--- src/rtl/tcp_pkg.sv ---
// Shared types and constants for the TCP slow-path TX burst controller.
// State encoding, state-read channel indices and the default read-once channel set.
package tcp_pkg;

    typedef enum logic [2:0] {
        ST_IDLE,
        ST_RD_REQ,
        ST_RD_RESP,
        ST_CALC,
        ST_PKT_OUT,
        ST_WRITEBACK,
        ST_SCHED_UPDATE
    } tx_burst_state_e;

    localparam int RD_TX_STATE = 0;
    localparam int RD_RX_STATE = 1;
    localparam int RD_TAIL_PTR = 2;
    localparam int RD_TUPLE    = 3;

    localparam int NUM_RD_DEFAULT = 4;

    // The tuple never changes within an event, so it is read on the first iteration only.
    localparam logic [NUM_RD_DEFAULT-1:0] RD_ONCE_MASK_DEFAULT = 4'b1000;

endpackage

--- src/rtl/tcp_tx_ctrl_burst_if.sv ---
// Handshake bundle between the TX burst controller and its neighbours.
// Every *_val/*_rdy pair transfers on a clock edge where both are high; a raised val holds until that edge.
interface tcp_tx_ctrl_burst_if #(
    parameter int FLOWID_W = 8,
    parameter int NUM_RD   = 4,
    parameter int BURST_W  = 3
);
    logic                sched_tx_req_val;
    logic                tx_sched_req_rdy;
    logic [FLOWID_W-1:0] sched_tx_req_flowid;
    logic                sched_tx_update_val;
    logic                sched_tx_update_rdy;
    logic [FLOWID_W-1:0] sched_tx_update_flowid;
    logic                sched_tx_update_more;
    logic [NUM_RD-1:0]   rd_req_val;
    logic [NUM_RD-1:0]   rd_req_rdy;
    logic [NUM_RD-1:0]   rd_resp_val;
    logic [NUM_RD-1:0]   rd_resp_rdy;
    logic [NUM_RD-1:0]   ctrl_datap_store_rd;
    logic                ctrl_datap_store_calc;
    logic                next_tx_state_wr_req_val;
    logic                next_tx_state_wr_req_rdy;
    logic                tx_pkt_val;
    logic                tx_pkt_rdy;
    logic                datap_ctrl_produce_pkt;
    logic                datap_ctrl_more_data;
    logic [BURST_W-1:0]  burst_idx;
    logic [31:0]         stat_pkts_sent;
    logic [31:0]         stat_sched_events;

    modport master (
        input  sched_tx_req_val, sched_tx_req_flowid, sched_tx_update_rdy,
        input  rd_req_rdy, rd_resp_val, next_tx_state_wr_req_rdy, tx_pkt_rdy,
        input  datap_ctrl_produce_pkt, datap_ctrl_more_data,
        output tx_sched_req_rdy, sched_tx_update_val, sched_tx_update_flowid,
        output sched_tx_update_more, rd_req_val, rd_resp_rdy, ctrl_datap_store_rd,
        output ctrl_datap_store_calc, next_tx_state_wr_req_val, tx_pkt_val,
        output burst_idx, stat_pkts_sent, stat_sched_events
    );

    modport slave (
        output sched_tx_req_val, sched_tx_req_flowid, sched_tx_update_rdy,
        output rd_req_rdy, rd_resp_val, next_tx_state_wr_req_rdy, tx_pkt_rdy,
        output datap_ctrl_produce_pkt, datap_ctrl_more_data,
        input  tx_sched_req_rdy, sched_tx_update_val, sched_tx_update_flowid,
        input  sched_tx_update_more, rd_req_val, rd_resp_rdy, ctrl_datap_store_rd,
        input  ctrl_datap_store_calc, next_tx_state_wr_req_val, tx_pkt_val,
        input  burst_idx, stat_pkts_sent, stat_sched_events
    );

endinterface

--- src/rtl/tcp_tx_rd_tracker.sv ---
// Per-channel issued/received bookkeeping for the state-read channels.
// Responses may arrive before the FSM finishes issuing, so they are accepted as soon as a channel is issued.
module tcp_tx_rd_tracker #(
    parameter int NUM_RD = 4
) (
    input  logic              clk,
    input  logic              rst,
    input  logic              clear_i,
    input  logic [NUM_RD-1:0] active_i,
    input  logic              in_req_i,
    input  logic              in_resp_i,
    input  logic [NUM_RD-1:0] rd_req_rdy_i,
    input  logic [NUM_RD-1:0] rd_resp_val_i,
    output logic [NUM_RD-1:0] rd_req_val_o,
    output logic [NUM_RD-1:0] rd_resp_rdy_o,
    output logic [NUM_RD-1:0] store_rd_o,
    output logic              all_issued_o,
    output logic              all_received_o
);

    logic [NUM_RD-1:0] issued_q, issued_d;
    logic [NUM_RD-1:0] received_q, received_d;
    logic [NUM_RD-1:0] req_hs;
    logic [NUM_RD-1:0] resp_hs;

    always_comb begin
        rd_req_val_o  = '0;
        rd_resp_rdy_o = '0;
        if (in_req_i) begin
            rd_req_val_o  = active_i & ~issued_q;
            rd_resp_rdy_o = issued_q & ~received_q;
        end else if (in_resp_i) begin
            rd_resp_rdy_o = active_i & ~received_q;
        end
    end

    assign req_hs     = rd_req_val_o & rd_req_rdy_i;
    assign resp_hs    = rd_resp_val_i & rd_resp_rdy_o;
    assign store_rd_o = resp_hs;

    // Completion flags look through this cycle's handshakes so the FSM can advance without a bubble.
    assign all_issued_o   = ((issued_q | req_hs) & active_i) == active_i;
    assign all_received_o = ((received_q | resp_hs) & active_i) == active_i;

    always_comb begin
        issued_d   = issued_q | req_hs;
        received_d = received_q | resp_hs;
        if (clear_i) begin
            issued_d   = '0;
            received_d = '0;
        end
    end

    always_ff @(posedge clk) begin
        if (rst) begin
            issued_q   <= '0;
            received_q <= '0;
        end else begin
            issued_q   <= issued_d;
            received_q <= received_d;
        end
    end

endmodule

--- src/rtl/tcp_tx_ctrl_burst.sv ---
// TCP slow-path TX burst controller: read flow state, emit up to MAX_BURST packets, report back.
// Build option TCP_TX_CTRL_STATS_EN adds packet and scheduling-event counters.
module tcp_tx_ctrl_burst
    import tcp_pkg::*;
#(
    parameter int                FLOWID_W     = 8,
    parameter int                NUM_RD       = NUM_RD_DEFAULT,
    parameter logic [NUM_RD-1:0] RD_ONCE_MASK = RD_ONCE_MASK_DEFAULT,
    parameter int                MAX_BURST    = 4,
    parameter int                BURST_W      = $clog2(MAX_BURST + 1)
) (
    input  logic                   clk,
    input  logic                   rst,
    tcp_tx_ctrl_burst_if.master    bus,
    output tx_burst_state_e        state_dbg_o
);

    localparam logic [BURST_W-1:0] MAX_B = BURST_W'(MAX_BURST);

    tx_burst_state_e     state_q, state_d;
    logic [FLOWID_W-1:0] flowid_q, flowid_d;
    logic [BURST_W-1:0]  burst_idx_q, burst_idx_d;
    logic                sent_q, sent_d;
    logic                more_q, more_d;
    logic                upd_more_q, upd_more_d;
    logic                trk_clear, in_req, in_resp;
    logic                all_issued, all_received;
    logic [NUM_RD-1:0]   active;

    // Re-read iterations skip the channels whose contents cannot change within an event.
    assign active = (burst_idx_q == '0) ? '1 : ~RD_ONCE_MASK;

    tcp_tx_rd_tracker #(.NUM_RD(NUM_RD)) u_rd_tracker (
        .clk            (clk),
        .rst            (rst),
        .clear_i        (trk_clear),
        .active_i       (active),
        .in_req_i       (in_req),
        .in_resp_i      (in_resp),
        .rd_req_rdy_i   (bus.rd_req_rdy),
        .rd_resp_val_i  (bus.rd_resp_val),
        .rd_req_val_o   (bus.rd_req_val),
        .rd_resp_rdy_o  (bus.rd_resp_rdy),
        .store_rd_o     (bus.ctrl_datap_store_rd),
        .all_issued_o   (all_issued),
        .all_received_o (all_received)
    );

    always_comb begin
        state_d     = state_q;
        flowid_d    = flowid_q;
        burst_idx_d = burst_idx_q;
        sent_d      = sent_q;
        more_d      = more_q;
        upd_more_d  = upd_more_q;
        trk_clear   = 1'b0;
        in_req      = 1'b0;
        in_resp     = 1'b0;
        bus.tx_sched_req_rdy         = 1'b0;
        bus.sched_tx_update_val      = 1'b0;
        bus.ctrl_datap_store_calc    = 1'b0;
        bus.next_tx_state_wr_req_val = 1'b0;
        bus.tx_pkt_val               = 1'b0;
        case (state_q)
            ST_IDLE: begin
                bus.tx_sched_req_rdy = 1'b1;
                if (bus.sched_tx_req_val) begin
                    flowid_d    = bus.sched_tx_req_flowid;
                    burst_idx_d = '0;
                    sent_d      = 1'b0;
                    more_d      = 1'b0;
                    upd_more_d  = 1'b0;
                    trk_clear   = 1'b1;
                    state_d     = ST_RD_REQ;
                end
            end
            ST_RD_REQ: begin
                in_req = 1'b1;
                if (all_issued) state_d = ST_RD_RESP;
            end
            ST_RD_RESP: begin
                in_resp = 1'b1;
                if (all_received) state_d = ST_CALC;
            end
            ST_CALC: begin
                bus.ctrl_datap_store_calc = 1'b1;
                sent_d  = 1'b0;
                state_d = ST_PKT_OUT;
            end
            ST_PKT_OUT: begin
                bus.tx_pkt_val = bus.datap_ctrl_produce_pkt;
                if (!bus.datap_ctrl_produce_pkt) begin
                    more_d  = bus.datap_ctrl_more_data;
                    state_d = ST_WRITEBACK;
                end else if (bus.tx_pkt_rdy) begin
                    burst_idx_d = burst_idx_q + BURST_W'(1);
                    sent_d      = 1'b1;
                    more_d      = bus.datap_ctrl_more_data;
                    state_d     = ST_WRITEBACK;
                end
            end
            ST_WRITEBACK: begin
                bus.next_tx_state_wr_req_val = 1'b1;
                if (bus.next_tx_state_wr_req_rdy) begin
                    if (sent_q && more_q && (burst_idx_q != MAX_B)) begin
                        trk_clear = 1'b1;
                        state_d   = ST_RD_REQ;
                    end else begin
                        upd_more_d = sent_q && more_q && (burst_idx_q == MAX_B);
                        state_d    = ST_SCHED_UPDATE;
                    end
                end
            end
            ST_SCHED_UPDATE: begin
                bus.sched_tx_update_val = 1'b1;
                if (bus.sched_tx_update_rdy) state_d = ST_IDLE;
            end
            default: state_d = ST_IDLE;
        endcase
    end

    always_ff @(posedge clk) begin
        if (rst) begin
            state_q     <= ST_IDLE;
            flowid_q    <= '0;
            burst_idx_q <= '0;
            sent_q      <= 1'b0;
            more_q      <= 1'b0;
            upd_more_q  <= 1'b0;
        end else begin
            state_q     <= state_d;
            flowid_q    <= flowid_d;
            burst_idx_q <= burst_idx_d;
            sent_q      <= sent_d;
            more_q      <= more_d;
            upd_more_q  <= upd_more_d;
        end
    end

    assign bus.sched_tx_update_flowid = flowid_q;
    assign bus.sched_tx_update_more   = upd_more_q;
    assign bus.burst_idx              = burst_idx_q;
    assign state_dbg_o                = state_q;

`ifdef TCP_TX_CTRL_STATS_EN
    logic [31:0] stat_pkts_q;
    logic [31:0] stat_events_q;

    always_ff @(posedge clk) begin
        if (rst) begin
            stat_pkts_q   <= '0;
            stat_events_q <= '0;
        end else begin
            if (bus.tx_pkt_val && bus.tx_pkt_rdy) stat_pkts_q <= stat_pkts_q + 32'd1;
            if (bus.sched_tx_update_val && bus.sched_tx_update_rdy) stat_events_q <= stat_events_q + 32'd1;
        end
    end

    assign bus.stat_pkts_sent    = stat_pkts_q;
    assign bus.stat_sched_events = stat_events_q;
`else
    assign bus.stat_pkts_sent    = 32'd0;
    assign bus.stat_sched_events = 32'd0;
`endif

endmodule

--- src/flat_wrapper.sv ---
// flat-port wrapper written by rule: the top's interface ports become plain ports
module tcp_tx_ctrl_burst_flat import tcp_pkg::*;
#(
    parameter int                FLOWID_W     = 8,
    parameter int                NUM_RD       = NUM_RD_DEFAULT,
    parameter logic [NUM_RD-1:0] RD_ONCE_MASK = RD_ONCE_MASK_DEFAULT,
    parameter int                MAX_BURST    = 4,
    parameter int                BURST_W      = $clog2(MAX_BURST + 1)
)
  (clk, rst, state_dbg_o, bus_sched_tx_req_val, bus_sched_tx_req_flowid, bus_sched_tx_update_rdy, bus_rd_req_rdy, bus_rd_resp_val, bus_next_tx_state_wr_req_rdy, bus_tx_pkt_rdy, bus_datap_ctrl_produce_pkt, bus_datap_ctrl_more_data, bus_tx_sched_req_rdy, bus_sched_tx_update_val, bus_sched_tx_update_flowid, bus_sched_tx_update_more, bus_rd_req_val, bus_rd_resp_rdy, bus_ctrl_datap_store_rd, bus_ctrl_datap_store_calc, bus_next_tx_state_wr_req_val, bus_tx_pkt_val, bus_burst_idx, bus_stat_pkts_sent, bus_stat_sched_events);
  tcp_tx_ctrl_burst_if #(.FLOWID_W(FLOWID_W), .NUM_RD(NUM_RD), .BURST_W(BURST_W)) bus_i ();
  input  logic clk;
  input  logic rst;
  output tx_burst_state_e state_dbg_o;
  input wire logic [$bits(bus_i.sched_tx_req_val)-1:0] bus_sched_tx_req_val;
  input wire logic [$bits(bus_i.sched_tx_req_flowid)-1:0] bus_sched_tx_req_flowid;
  input wire logic [$bits(bus_i.sched_tx_update_rdy)-1:0] bus_sched_tx_update_rdy;
  input wire logic [$bits(bus_i.rd_req_rdy)-1:0] bus_rd_req_rdy;
  input wire logic [$bits(bus_i.rd_resp_val)-1:0] bus_rd_resp_val;
  input wire logic [$bits(bus_i.next_tx_state_wr_req_rdy)-1:0] bus_next_tx_state_wr_req_rdy;
  input wire logic [$bits(bus_i.tx_pkt_rdy)-1:0] bus_tx_pkt_rdy;
  input wire logic [$bits(bus_i.datap_ctrl_produce_pkt)-1:0] bus_datap_ctrl_produce_pkt;
  input wire logic [$bits(bus_i.datap_ctrl_more_data)-1:0] bus_datap_ctrl_more_data;
  output wire logic [$bits(bus_i.tx_sched_req_rdy)-1:0] bus_tx_sched_req_rdy;
  output wire logic [$bits(bus_i.sched_tx_update_val)-1:0] bus_sched_tx_update_val;
  output wire logic [$bits(bus_i.sched_tx_update_flowid)-1:0] bus_sched_tx_update_flowid;
  output wire logic [$bits(bus_i.sched_tx_update_more)-1:0] bus_sched_tx_update_more;
  output wire logic [$bits(bus_i.rd_req_val)-1:0] bus_rd_req_val;
  output wire logic [$bits(bus_i.rd_resp_rdy)-1:0] bus_rd_resp_rdy;
  output wire logic [$bits(bus_i.ctrl_datap_store_rd)-1:0] bus_ctrl_datap_store_rd;
  output wire logic [$bits(bus_i.ctrl_datap_store_calc)-1:0] bus_ctrl_datap_store_calc;
  output wire logic [$bits(bus_i.next_tx_state_wr_req_val)-1:0] bus_next_tx_state_wr_req_val;
  output wire logic [$bits(bus_i.tx_pkt_val)-1:0] bus_tx_pkt_val;
  output wire logic [$bits(bus_i.burst_idx)-1:0] bus_burst_idx;
  output wire logic [$bits(bus_i.stat_pkts_sent)-1:0] bus_stat_pkts_sent;
  output wire logic [$bits(bus_i.stat_sched_events)-1:0] bus_stat_sched_events;
  assign bus_i.sched_tx_req_val = bus_sched_tx_req_val;
  assign bus_i.sched_tx_req_flowid = bus_sched_tx_req_flowid;
  assign bus_i.sched_tx_update_rdy = bus_sched_tx_update_rdy;
  assign bus_i.rd_req_rdy = bus_rd_req_rdy;
  assign bus_i.rd_resp_val = bus_rd_resp_val;
  assign bus_i.next_tx_state_wr_req_rdy = bus_next_tx_state_wr_req_rdy;
  assign bus_i.tx_pkt_rdy = bus_tx_pkt_rdy;
  assign bus_i.datap_ctrl_produce_pkt = bus_datap_ctrl_produce_pkt;
  assign bus_i.datap_ctrl_more_data = bus_datap_ctrl_more_data;
  assign bus_tx_sched_req_rdy = bus_i.tx_sched_req_rdy;
  assign bus_sched_tx_update_val = bus_i.sched_tx_update_val;
  assign bus_sched_tx_update_flowid = bus_i.sched_tx_update_flowid;
  assign bus_sched_tx_update_more = bus_i.sched_tx_update_more;
  assign bus_rd_req_val = bus_i.rd_req_val;
  assign bus_rd_resp_rdy = bus_i.rd_resp_rdy;
  assign bus_ctrl_datap_store_rd = bus_i.ctrl_datap_store_rd;
  assign bus_ctrl_datap_store_calc = bus_i.ctrl_datap_store_calc;
  assign bus_next_tx_state_wr_req_val = bus_i.next_tx_state_wr_req_val;
  assign bus_tx_pkt_val = bus_i.tx_pkt_val;
  assign bus_burst_idx = bus_i.burst_idx;
  assign bus_stat_pkts_sent = bus_i.stat_pkts_sent;
  assign bus_stat_sched_events = bus_i.stat_sched_events;
  tcp_tx_ctrl_burst #(.FLOWID_W(FLOWID_W), .NUM_RD(NUM_RD), .RD_ONCE_MASK(RD_ONCE_MASK), .MAX_BURST(MAX_BURST), .BURST_W(BURST_W)) u_core (.clk(clk), .rst(rst), .bus(bus_i), .state_dbg_o(state_dbg_o));
endmodule
--- config.mk ---
export PLATFORM = sky130hd
export DESIGN_NAME = tcp_tx_ctrl_burst_flat
export DESIGN_NICKNAME = d
export VERILOG_FILES = /design/src/rtl/tcp_pkg.sv /design/src/rtl/tcp_tx_ctrl_burst_if.sv /design/src/rtl/tcp_tx_rd_tracker.sv /design/src/rtl/tcp_tx_ctrl_burst.sv /design/src/flat_wrapper.sv
export SDC_FILE = /design/constraint.sdc
export NUM_CORES = 1
export LEC_CHECK = 0
export BUFFER_PORTS_ARGS = -buffer_cell sky130_fd_sc_hd__buf_4
export CORE_MARGIN = 2
export CORE_UTILIZATION = 44
export DETAILED_ROUTE_END_ITERATION = 6
export PLACE_DENSITY = 0.87
export SYNTH_ARGS = -nofsm -noshare
export SYNTH_HDL_FRONTEND = slang
export SYNTH_HIERARCHICAL = 1
export SYNTH_SLANG_ARGS = --single-unit
export TNS_END_PERCENT = 1
--- constraint.sdc ---
create_clock -name clk -period 3.13 [get_ports clk]
set_clock_uncertainty 0.05 [all_clocks]
set_input_delay 0.7825 -clock clk [delete_from_list [all_inputs] [get_ports clk]]
set_output_delay 0.7825 -clock clk [all_outputs]
set_load 0.03 [all_outputs]
==> results.yml <==
outcome:
  status: "finished, final reports clean"
setup_path:
  crit_arrival_ns: 1.98
  path_max_fanout: 21
  crit_required_ns: 2.30
  cp-end-kind: "output pin"
  start_kind: "register"
  crit_type: "reg -> out"
placed_design:
  dpl.hpwl_um: 3248
  port-buffer-count: 55
  placed_area_mm2: 0.002221
  place_congestion: 0.8712
routing:
  vias_per_cell: 4.649
  wire_per_inst_um: 10.85
  wl_um: 4015
  drt_drc_violations_left: 0
  vias: 1720
  antenna_left: 0
  drt_iter0_markers: 51
  firstDrtPassIters: 4
yosys:
  syn_avg_cell_area_um2: 7.757
  netlist_instances: 255
  ys_async_sr_fraction_pct: 0
  yosysWarnings: 6
  netlist_area_mm2: 0.001978
  seq_area_frac_synth_pct: 25.30
  ys_seq_elements: 25
  synth-edff-count: 0
  yosys_most_used_dff: "dfxtp_1"
  ys_types: 44
floorplan:
  dieArea_mm2: 0.005048
  core_mm2: 0.004354
  rows: 24
  die_y_um: 71.05
  ios: 120
  die_x_um: 71.05
  initial_core_util_pct: 45.43
clock_network:
  clock-sinks: 25
  clk_latency_ns: 0.27
  cts_tree: "yes"
  clkTransAtPathRegs_ns: 0.09
  cts_setup_buffers: 0
  cts_htree_levels: 1
  cts_buffer_depth: 2
  clockRootBuffer: "clkbuf_8"
  hold_buffers: 0
  cts.repair.resized: 0
  cts_buffers: 3
power:
  switching_share_pct: 40.18
  p_clk_share_pct: 23.1
  p_sw_uw: 335.2
  internal_power_uw: 499.0
  p_leak_uw: 0.001115
  irDropWorstVdd_mv: 0.3837
  pwr-share-comb_pct: 35.7
  seq_power_share_pct: 41.1
  power_density_mw_per_mm2: 367.9
grt:
  grt_max_degree: 25
  grt_pass1_vias: 1490
  grt_overflow: 0
  track_usage_pct: 15.15
  antenna_found_initial: 0
  grt_pass1_wl_um: 6389
cells_and_area:
  n_antenna_cell: 0
  n_fill_cell: 418
  drive_gt1_share_pct: 25.16
  design_area_mm2: 0.002267
  multi_input_area_mm2: 0.001186
  final_nets: 345
  seqCellArea_um2: 500.5
  area_growth_pct: 14.61
  final_core_util_pct: 52.07
timing:
  rsz0062_at_grt: "no"
  whs_ns: 0.4167
  slew_viol_final: 0
  relSlewSlack_pct: 59.08
  worstMarginPinSlew_ns: 0.6113
  period_minus_slack_ns: 2.812
  setup_viol: 0
  fmax_mhz: 355.6
  finalCritPeriodShare_pct: 89.84
  hold_violations: 0
min_path:
  hp-class: "reg -> reg"
job:
  maxCapViolations: 0
==> placed cells by master, fill, tap and decap left out, types with 2 or more instances in the layout <==
cell      count
a211oi_1      2
a21boi_0      2
a21oi_1      22
a21oi_2       3
a31oi_1       5
and2_1        4
and3_1        3
buf_4        59
clkbuf_8      3
conb_1       75
dfxtp_1      25
ha_1          2
inv_1         6
mux2_2        3
mux2_4        2
nand2_1      28
nand2b_1     11
nand3_1      11
nand3b_1      4
nor2_1       10
nor3_1        8
nor3_2        2
nor4_1        2
nor4_2        2
o21a_1        4
o21ai_0       3
==> power by group through the flow <==
stage | clock network (µW) | registers, µW | logic (µW)
finish | 193 | 343 | 298
global route | 215 | 345 | 319
CTS | 201 | 343 | 296
detailed placement | 0 | 350 | 295
global placement | 0 | 349 | 292
floorplan | 0 | 364 | 275
==> layout make-up <==
type	count	area share (%)
Inverter	7	1.159
Clock buffer	3	1.821
Tap cell	52	2.870
Multi-Input combinational cell	223	52.32
Sequential cell	25	22.08
Timing Repair Buffer	59	19.54
Clock inverter	1	0.2208
==> registers in the layout (all words and copies together), names as in the netlist <==
| signal | cells |
|---|---|
| u_core/more_q | 1 |
| u_core/u_rd_tracker/received_q | 4 |
| u_core/bus.burst_idx | 3 |
| u_core/sent_q | 1 |
| u_core/u_rd_tracker/issued_q | 4 |
| u_core/bus.sched_tx_update_more | 1 |
| u_core/bus.sched_tx_update_flowid | 8 |
| u_core/state_dbg_o | 3 |
==> path summary, 6_finish.rpt <==
check | startpoint | to | slack, ns | cells after the start
setup / recovery | u_core/state_dbg_o[0] | bus_ctrl_datap_store_rd[2] | 0.32 | 7
hold / removal | u_core/bus.sched_tx_update_flowid[3] | u_core/bus.sched_tx_update_flowid[3] | 0.42 | 2
setup reg to reg | u_core/state_dbg_o[0] | u_core/state_dbg_o[0] | 0.74 | 10
hold reg to reg | u_core/bus.sched_tx_update_flowid[3] | u_core/bus.sched_tx_update_flowid[3] | 0.42 | 2
==> kinds of logic (layout without fill, tap and decap cells) <==
group / count (synthesis) / count (layout) / synth area share [%]
AOI/OAI and AO/OA: 46 / 46 / 14.42
adders and majority gates: 2 / 2 / 1.265
buffers and inverters: 80 / 70 / 29.03
DFF: 25 / 25 / 25.30
muxes: 6 / 6 / 3.732
other: 2 / 75 / 0.3796
and+or+nand+nor: 94 / 94 / 25.87
==> metrics by stage <==
step | std cells | TNS (ns) | setup WS, ns | power (µW)
floorplan | 328 | -0.1742 | -0.1742 | 639.5
global placement | 366 | 0 | 0.6911 | 641.5
detailed placement | 366 | 0 | 0.6266 | 645.8
CTS | 370 | 0 | 0.3087 | 840.6
global route | 370 | 0 | 0.1073 | 879.0
finish | 370 | 0 | 0.3181 | 834.2
==> layer usage <==
layer / routed length, µm / global-route usage [%] / share of wire [%]
met2: 1970 / 27.10 / 49
met1: 1625 / 18.06 / 40
met5: 0 / 0 / 0
met4: 16 / 1.468 / 0.40
met3: 403 / 5.413 / 10
==> synthesized netlist by cell type (2+ instances only) <==
cell type / number / share of area, %
buf_4: 64 / 24
nand2_1: 28 / 5.3
dfxtp_1: 25 / 25
a21oi_1: 23 / 5.8
nand2b_1: 11 / 3.5
nand3_1: 11 / 2.8
nor2_1: 10 / 1.9
nor3_1: 9 / 2.3
inv_1: 6 / 1.1
a31oi_1: 5 / 1.6
and2_1: 4 / 1.3
buf_6: 4 / 2.3
nand3b_1: 4 / 1.5
o21a_1: 4 / 1.5
and3_1: 3 / 0.95
buf_2: 3 / 0.76
mux2_2: 3 / 1.7
o21ai_0: 3 / 0.76
a211oi_1: 2 / 0.76
a21boi_0: 2 / 0.76
a21oi_2: 2 / 0.89
clkbuf_1: 2 / 0.38
conb_1: 2 / 0.38
ha_1: 2 / 1.3
mux2_4: 2 / 1.5
nor4_1: 2 / 0.63
nor4_2: 2 / 1.3
==> critical path: stages, from the launching register on <==
cell	delay, ns
dfxtp_1	0.62
inv_2	0.16
nor3_2	0.12
buf_4	0.25
nand2_1	0.09
a21oi_1	0.16
and2_1	0.14
buf_4	0.15
(Power assumes the default switching activity.)
